## src/rtl/musa_ctrl_pkg.sv

```systemverilog
// Shared MUSA control encodings.
// Contents:
//   br_sel_e          : branch select encodings driven by the control unit
//   FLAG_Z..FLAG_V    : bit positions of the ALU flags within the 4-bit flag bus
package musa_ctrl_pkg;

  typedef enum logic [1:0] {
    BR_SEQ  = 2'b00,
    BR_HALT = 2'b01,
    BR_JUMP = 2'b10,
    BR_RSVD = 2'b11
  } br_sel_e;

  localparam int FLAG_Z = 0;
  localparam int FLAG_N = 1;
  localparam int FLAG_C = 2;
  localparam int FLAG_V = 3;

endpackage

```

## src/rtl/ras_stack.sv

```systemverilog
// Return-address stack: register-array LIFO of DEPTH x W.
// Ports:
//   clk, rst_n : clock, async active-low reset (clears occupancy only)
//   push, pop  : qualified strobes; the parent guarantees no push when full,
//                no pop when empty, and never both together
//   wdata      : value stored on push
//   rdata      : current top-of-stack entry (meaningless when empty)
//   sp         : occupancy 0..DEPTH
//   full/empty : occupancy status
module ras_stack #(
  parameter int DEPTH = 8,
  parameter int W     = 32
) (
  input  logic                     clk,
  input  logic                     rst_n,
  input  logic                     push,
  input  logic                     pop,
  input  logic [W-1:0]             wdata,
  output logic [W-1:0]             rdata,
  output logic [$clog2(DEPTH):0]   sp,
  output logic                     full,
  output logic                     empty
);

  localparam int AW   = $clog2(DEPTH);
  localparam int SP_W = AW + 1;

  logic [W-1:0]  mem [DEPTH];
  logic [AW-1:0] top_idx;

  // Low bits of sp minus one wrap correctly even at sp==DEPTH.
  assign top_idx = sp[AW-1:0] - AW'(1);
  assign rdata   = mem[top_idx];
  assign full    = (sp == SP_W'(DEPTH));
  assign empty   = (sp == '0);

  // Entries need no reset; only occupancy defines validity.
  always_ff @(posedge clk) begin
    if (push) mem[sp[AW-1:0]] <= wdata;
  end

  always_ff @(posedge clk or negedge rst_n) begin
    if (!rst_n)    sp <= '0;
    else if (push) sp <= sp + SP_W'(1);
    else if (pop)  sp <= sp - SP_W'(1);
  end

endmodule

```

## src/rtl/pc_call_stack_unit.sv

```systemverilog
// Program-counter stage with hardware return-address stack.
// Ports:
//   clk, rst_n          : clock, async active-low reset
//   write_pc            : per-instruction commit strobe
//   branch              : 00 seq, 01 halt, 10 jump, 11 treated as seq
//   brfl_control        : makes a jump conditional on (flags & cond_mask) != 0
//   flags, cond_mask    : ALU flags and instruction flag mask
//   jr_sel              : jump target select (1 reg_target, 0 imm_target)
//   imm_target          : immediate jump / call target
//   reg_target          : register jump target
//   push, pop, add_pc   : call, return, return-past-call adjust
//   pc                  : registered current PC
//   halted              : sticky halt (halt instruction or any fault)
//   stack_overflow      : sticky, call with full stack
//   stack_underflow     : sticky, return with empty stack
//   illegal_ctrl        : sticky, push and pop in the same commit
//   sp                  : stack occupancy 0..DEPTH
module pc_call_stack_unit
  import musa_ctrl_pkg::*;
#(
  parameter int                PC_W     = 32,
  parameter int                PC_INC   = 1,
  parameter int                DEPTH    = 8,
  parameter logic [PC_W-1:0]   RESET_PC = '0
) (
  input  logic                     clk,
  input  logic                     rst_n,
  input  logic                     write_pc,
  input  logic [1:0]               branch,
  input  logic                     brfl_control,
  input  logic [3:0]               flags,
  input  logic [3:0]               cond_mask,
  input  logic                     jr_sel,
  input  logic [PC_W-1:0]          imm_target,
  input  logic [PC_W-1:0]          reg_target,
  input  logic                     push,
  input  logic                     pop,
  input  logic                     add_pc,
  output logic [PC_W-1:0]          pc,
  output logic                     halted,
  output logic                     stack_overflow,
  output logic                     stack_underflow,
  output logic                     illegal_ctrl,
  output logic [$clog2(DEPTH):0]   sp
);

  localparam logic [PC_W-1:0] INC = PC_W'(PC_INC);

  logic            commit;
  logic            stk_push, stk_pop, stk_full, stk_empty;
  logic [PC_W-1:0] stk_top;
  logic [PC_W-1:0] pc_nxt;
  logic            halt_nxt, ovf_nxt, unf_nxt, ill_nxt;
  logic            jump_taken;

  assign commit     = write_pc & ~halted;
  assign jump_taken = ~brfl_control | (|(flags & cond_mask));

  ras_stack #(.DEPTH(DEPTH), .W(PC_W)) u_ras (
    .clk   (clk),
    .rst_n (rst_n),
    .push  (stk_push),
    .pop   (stk_pop),
    .wdata (pc),
    .rdata (stk_top),
    .sp    (sp),
    .full  (stk_full),
    .empty (stk_empty)
  );

  always_comb begin
    pc_nxt   = pc;
    halt_nxt = halted;
    ovf_nxt  = stack_overflow;
    unf_nxt  = stack_underflow;
    ill_nxt  = illegal_ctrl;
    stk_push = 1'b0;
    stk_pop  = 1'b0;
    if (commit) begin
      if (push && pop) begin
        ill_nxt  = 1'b1;
        halt_nxt = 1'b1;
      end else if (push) begin
        if (stk_full) begin
          ovf_nxt  = 1'b1;
          halt_nxt = 1'b1;
        end else begin
          stk_push = 1'b1;
          pc_nxt   = imm_target;
        end
      end else if (pop) begin
        if (stk_empty) begin
          unf_nxt  = 1'b1;
          halt_nxt = 1'b1;
        end else begin
          stk_pop = 1'b1;
          pc_nxt  = stk_top + (add_pc ? INC : '0);
        end
      end else begin
        case (branch)
          BR_HALT: halt_nxt = 1'b1;
          BR_JUMP: pc_nxt   = jump_taken ? (jr_sel ? reg_target : imm_target)
                                         : pc + INC;
          default: pc_nxt   = pc + INC;
        endcase
      end
    end
  end

  always_ff @(posedge clk or negedge rst_n) begin
    if (!rst_n) begin
      pc              <= RESET_PC;
      halted          <= 1'b0;
      stack_overflow  <= 1'b0;
      stack_underflow <= 1'b0;
      illegal_ctrl    <= 1'b0;
    end else begin
      pc              <= pc_nxt;
      halted          <= halt_nxt;
      stack_overflow  <= ovf_nxt;
      stack_underflow <= unf_nxt;
      illegal_ctrl    <= ill_nxt;
    end
  end

endmodule

```

## config.mk

```make
export PLATFORM = sky130hd
export DESIGN_NAME = pc_call_stack_unit
export DESIGN_NICKNAME = d
export VERILOG_FILES = /design/src/rtl/musa_ctrl_pkg.sv /design/src/rtl/ras_stack.sv /design/src/rtl/pc_call_stack_unit.sv
export SDC_FILE = /design/constraint.sdc
export NUM_CORES = 1
export LEC_CHECK = 0
export BUFFER_PORTS_ARGS = -buffer_cell sky130_fd_sc_hd__buf_2
export CAP_MARGIN = 20
export CORE_ASPECT_RATIO = 1.4
export CORE_MARGIN = 4
export CORE_UTILIZATION = 48
export DETAILED_ROUTE_END_ITERATION = 6
export GPL_ROUTABILITY_DRIVEN = 1
export PLACE_DENSITY = 0.71
export SYNTH_ARGS = -nofsm -noshare
export SYNTH_HDL_FRONTEND = slang
export SYNTH_SLANG_ARGS = --single-unit
```

## constraint.sdc

```tcl
create_clock -name clk -period 14.55 [get_ports clk]
set_clock_uncertainty 0.15 [all_clocks]
set_input_delay 1.455 -clock clk [delete_from_list [all_inputs] [get_ports clk]]
set_output_delay 1.455 -clock clk [all_outputs]
set_load 0.02 [all_outputs]
```

* After elaboration in Yosys (flattened, before gate mapping)
Memories as Yosys holds them, arrays and structs flattened. Index checks and enable logic that the tools add are counted.
Storage, ports and cells: output and inout bits 40, RAM bits 256, memories 1, flip-flop bits (word level) 40
Operators by class: muxes and demuxes 27, reduce and logical (&&, ||, !) cells 10, equal/unequal tests 8, $add $sub $neg 5, bitwise gates (word level) 7
Memories:
- u_ras.mem | depth 8, bits a word 32, rd ports 1, clocked after Yosys merged registers in 0, write ports 1, RTL line ras_stack.sv:28 | logic [W-1:0] mem [DEPTH];
Operators with widths (count):
- 32-bit two-way mux | 6
- 32-bit one-hot mux with 2 select lines | 1
- 32-bit by 1-bit adder with 32-bit output | 1
- 32-bit by 1-bit adder with 32-bit output (second input constant) | 1
- 1-bit two-way mux | 18
- 5-bit AND reduction | 2
- 4-bit two-way mux | 2
- 4-bit AND reduction | 2
- 3-bit != test (second input constant) | 2
- 4-bit by 1-bit adder with 4-bit output (second input constant) | 1
- 4-bit AND | 1
- 4-bit == test (second input constant) | 1
- 4-bit zero test | 1
- 4-bit by 2-bit != test with 1-bit output (second input constant) | 1
- 1-bit inverter | 4
- 4-bit nonzero test | 1
- 4-bit OR reduction | 1
- 4-bit by 1-bit subtractor with 4-bit output (second input constant) | 1
- 3-bit by 1-bit != test with 1-bit output (second input constant) | 1
- 3-bit by 1-bit subtractor with 3-bit output (second input constant) | 1
- 2-bit by 1-bit == test with 1-bit output (second input constant) | 1
- 2-bit == test (second input constant) | 1
- 2-bit != test (second input constant) | 1
- 2-bit AND reduction | 1
- 4 further kinds | 4

* Depth between registers and ports, before layout
depth in word-level cells 8, mapped depth 21

* Cells and area by module
From an unflattened synthesis, not the netlist that was laid out.
Unflattened totals: cell total of the unflattened synthesis 884, area total of the unflattened synthesis 13879.6 µm²
By module, submodules not included:
- ras_stack | instances 1, area an instance 10092.2 µm², cells each 413
- pc_call_stack_unit | instances 1, area an instance 3787.4 µm², cells each 471

* Least setup slack after synthesis
Ideal clock, no wire load.
path kind input -> register, start in push, end mem u_ras.mem[1][0] (enable), path slack 9262 ps, path buffers 3, cell stages on the path 5, data required time 13939 ps, data arrival time 4677 ps, cell sequence clkbuf_1 > clkbuf_1 > buf_1 > nand4_1 > nor3_1
Between the ends: longest elaborated chain between the ends 5, elaborated cells on any way between the ends 6, classes of those cells 5 x mux; 1 x reduce/logical
RTL lines:
- start, declared | RTL line pc_call_stack_unit.sv:36 | input logic push,
- 1-bit two-way mux or 1-bit logical AND (tied branches) | RTL line pc_call_stack_unit.sv:83, pc_call_stack_unit.sv:80
- 1-bit two-way mux (*) | RTL line pc_call_stack_unit.sv:80 | if (push && pop) begin
- 1-bit two-way mux (*) | RTL line pc_call_stack_unit.sv:79 | if (commit) begin
- 1-bit two-way mux (*) | RTL line ras_stack.sv:39 | if (push) mem[sp[AW-1:0]] <= wdata;
- 1-bit two-way mux (not written as such) (*) | RTL line ras_stack.sv:39
- end, declared | RTL line ras_stack.sv:28
Mark *: on every way between the ends. The rest lies on a longest branch, timed or not.

* Worst setup path in the final report
start reg u_ras.sp[0], end reg pc[19]
Between the ends: longest elaborated chain between the ends 6, elaborated cells on any way between the ends 11, classes of those cells 2 x add/sub; 3 x eq/ne; 3 x mux; 2 x reduce/logical; 1 x memory
RTL lines:
- start, declared | RTL line ras_stack.sv:20 | output logic [$clog2(DEPTH):0] sp,
- start signal, assigned | RTL line ras_stack.sv:44 | else if (push) sp <= sp + SP_W'(1);
- start signal, assigned | RTL line ras_stack.sv:45 | else if (pop) sp <= sp - SP_W'(1);
- 3-bit by 1-bit subtractor with 3-bit output | RTL line ras_stack.sv:32 | assign top_idx = sp[AW-1:0] - AW'(1);
- memory read 8 x 32 bit
- 32-bit by 1-bit adder with 32-bit output | RTL line pc_call_stack_unit.sv:97 | pc_nxt = stk_top + (add_pc ? INC : '0);
- 32-bit two-way mux | RTL line pc_call_stack_unit.sv:92 | if (stk_empty) begin
- 32-bit two-way mux | RTL line pc_call_stack_unit.sv:91 | end else if (pop) begin
- 32-bit two-way mux | RTL line pc_call_stack_unit.sv:83 | end else if (push) begin
- end signal, assigned | RTL line pc_call_stack_unit.sv:118 | pc <= pc_nxt;
- end, declared | RTL line pc_call_stack_unit.sv:39 | output logic [PC_W-1:0] pc,
Parallel ways exist; a longest one is shown, timed or not. The select of a mux whose other input is x is not followed. A chain may end at the register's enable or synchronous reset.

==> results.py <==
metrics = {
    "status": {
        "status": "finished, final reports clean",
    },
    "die": {
        "io_pins": 122,
        "die_height_um": 209,
        "die_w_um": 152,
        "core_um2": 28500,
        "row_count": 73,
        "die_area_um2": 31700,
        "start_util_pct": 48.7,
    },
    "run": {
        "maxCapViolCount": 0,
    },
    "drt": {
        "viasPerCell": 6.08,
        "drc": 0,
        "drt-total-wl_um": 36000,
        "drt_iter0_drc": 870,
        "vias": 8951,
        "drt-pass1-iter-count": 5,
        "wl_per_cell_um": 24.5,
        "ant_nets": 0,
    },
    "place": {
        "port_buffers": 121,
        "hpwlAfterDp_um": 23000,
        "gp_congestion": 0.905,
        "dp_cells": 1421,
    },
    "critical_path": {
        "path_class": "reg2reg",
        "worstPathArrival_ns": 5.33,
        "worst_setup_path_end_kind": "register",
        "path_max_fanout": 39,
        "crit_top_cell": "buf_4",
        "cp_cell_sequence": "inv_1 -> buf_4 -> ha_4 -> buf_4 -> mux4_2 -> and3_1 -> o21ai_0 -> and4b_1 -> nor2b_2 -> and2b_1 -> xnor2_1 -> a221o_1",
        "reg2reg_depth": 12,
        "critPathSlowestCell": "dfrtp_4",
        "critPathLaunchType": "register",
        "cp.required_ns": 14.82,
        "max_stage_delay_ns": 0.71,
    },
    "yosys": {
        "synth.top_cell.area_share_pct": 55.4,
        "syn-cell-area_um2": 13900,
        "synth_area_leader_cell": "edfxtp_1",
        "synth_edf_count": 256,
        "synth_cells": 957,
        "synth_area_per_cell_um2": 14.5,
        "async_flop_share_pct": 13.5,
        "ys_types": 65,
        "ys_seq_elements": 296,
        "synthFlopType": "edfxtp_1",
        "synth_seq_area_share_pct": 62.6,
        "syn_nets": 1046,
        "synthTopCellsByArea": "edfxtp_1, mux4_2, dfrtp_1",
        "yosys_warnings": 0,
    },
    "clocking": {
        "cts.path.max_buffers": 3,
        "cts_root_buf": "clkbuf_16",
        "ctsHoldBuffers": 0,
        "cts.sinks": 296,
        "htreeDepth": 1,
        "cts_tree": "done",
        "cts_resized": 0,
        "cts_buffers": 27,
        "post-cts-setup-buffer-count": 0,
        "clk_pin_slew_ns": 0.07,
        "insertion_delay_ns": 0.54,
    },
    "power": {
        "pwr-share-seq_pct": 39.9,
        "power.switching_w": 0.00110,
        "p_comb_share_pct": 36.1,
        "p_clk_share_pct": 24.0,
        "switching_share_pct": 35.8,
        "irDropWorstVdd_uv": 112,
        "power.internal_w": 0.00198,
        "power_leakage_nw": 5.62,
        "powerDensity_nw_per_um2": 194,
    },
    "timing": {
        "tightest_slew_ns": 1.11,
        "max_freq_mhz": 198,
        "fin_crit_ns": 5.06,
        "grt_setup_unrepaired": "false",
        "final-max-slew-violation-count": 0,
        "setup-tns-final_ns": 0,
        "period_share_pct": 34.8,
        "setup-violations-final": 0,
        "hold_viol": 0,
        "slew_headroom_pct": 25.9,
    },
    "grt": {
        "grt_usage_pct": 22.8,
        "grt_pass1_vias": 8986,
        "grt_pass1_wl_um": 54100,
        "grt_max_degree": 51,
        "grt-ovfl-total": 0,
        "antenna_found_initial": 0,
    },
    "cells_and_area": {
        "area_growth_pct": 14.4,
        "mostFrequentLayoutCells": "edfxtp_1, buf_2, nand2_1",
        "antenna_cells": 0,
        "fin_util_pct": 55.7,
        "layout.nets": 1165,
        "final_common_cell": "edfxtp_1",
        "drive_gt1_share_pct": 24.3,
        "final_cells": 1471,
    },
    "worst_hold_path": {
        "hp-class": "reg2reg",
        "hold_path_depth": 1,
    },
}
-- worst max-delay path, delay by kind of cell (launching register included) --
family | cells | cell delay [ns]
AOI/OAI and AO/OA | 2 | 0.88
xor gates and xnor gates | 1 | 0.12
adders and majority gates | 1 | 0.68
buffers and inverters | 3 | 0.96
DFF | 1 | 0.71
muxes | 1 | 0.42
and+or+nand+nor | 4 | 0.91
-- synth_stat cells (8+ instances only) --
master      n
nand2_1    74
nor2_1     61
nand3_1    30
a21oi_1    48
clkbuf_1   25
inv_1      13
a211oi_1   23
xnor2_1    37
edfxtp_1  256
mux2i_1    68
dfrtp_1    40
buf_1       8
nand4_1    14
o21ai_0    38
nor3_1     13
xor2_1     21
mux4_2     52
-- registers in the layout, indices dropped and copies added, names as in the netlist --
register / flops
u_ras.sp: 4
illegal_ctrl: 1
stack_overflow: 1
stack_underflow: 1
halted: 1
pc: 32
u_ras.mem: 256
-- power by group through the flow --
| stage | clock [W] | sequential (W) | combinational (W) |
|---|---|---|---|
| finish | 0.000740 | 0.00123 | 0.00111 |
| global route | 0.000791 | 0.00125 | 0.00120 |
| CTS | 0.000751 | 0.00123 | 0.00111 |
| detailed placement | 0 | 0.00125 | 0.00111 |
| global placement | 0 | 0.00124 | 0.00109 |
| floorplan | 0 | 0.00122 | 0.000822 |
-- cell type report --
type / count / area, um2
timing repair buffer: 142 / 776
inverter: 13 / 48.8
tap: 375 / 469
multi-input combinational: 596 / 4960
clock buffer: 34 / 712
sequential: 296 / 8690
clock inverter: 15 / 208
fill: 2289 / 12600
-- per-layer routing --
metal / routed length (um) / GRT usage (%) / part of all wire [%]
met1: 13700 / 30.8 / 38
met3: 2640 / 2.73 / 7.3
met2: 18400 / 37.9 / 51
met5: 0 / 0 / 0
met4: 1290 / 8.71 / 3.6
-- kinds of logic (layout without fill, tap and decap cells) --
logic type / Yosys count / in the layout / synth area share, %
AOI/OAI and AO/OA: 158 / 158 / 7.29
xor gates and xnor gates: 59 / 59 / 3.86
adders and majority gates: 7 / 7 / 0.685
buffers and inverters: 65 / 204 / 2.28
DFF: 296 / 296 / 62.6
muxes: 130 / 130 / 14.8
and+or+nand+nor: 242 / 242 / 8.45
-- final timing paths --
path	endpoint	start	slack (ns)
max	pc[19]	u_ras.sp[0]	9.49
min	illegal_ctrl	illegal_ctrl	0.33
max reg2reg	pc[19]	u_ras.sp[0]	9.49
min reg2reg	illegal_ctrl	illegal_ctrl	0.33
max in group asynchronous	pc[8]	rst_n	13.12
min in group asynchronous	stack_overflow	rst_n	0.61
-- metrics by stage --
step | instance area (um2) | worst slack [ns] | hold WS, ns | power, W
2_1_floorplan | 13900 | 9.26 | 0.441 | 0.00204
4_1_cts | 15800 | 9.44 | 0.324 | 0.00309
3_5_place_dp | 14900 | 9.48 | 0.307 | 0.00235
5_1_grt | 15900 | 9.02 | 0.330 | 0.00324
3_3_place_gp | 14900 | 9.58 | 0.299 | 0.00233
6_report | 15900 | 9.49 | 0.327 | 0.00308
Note: power is estimated with default switching activity, not from simulation.
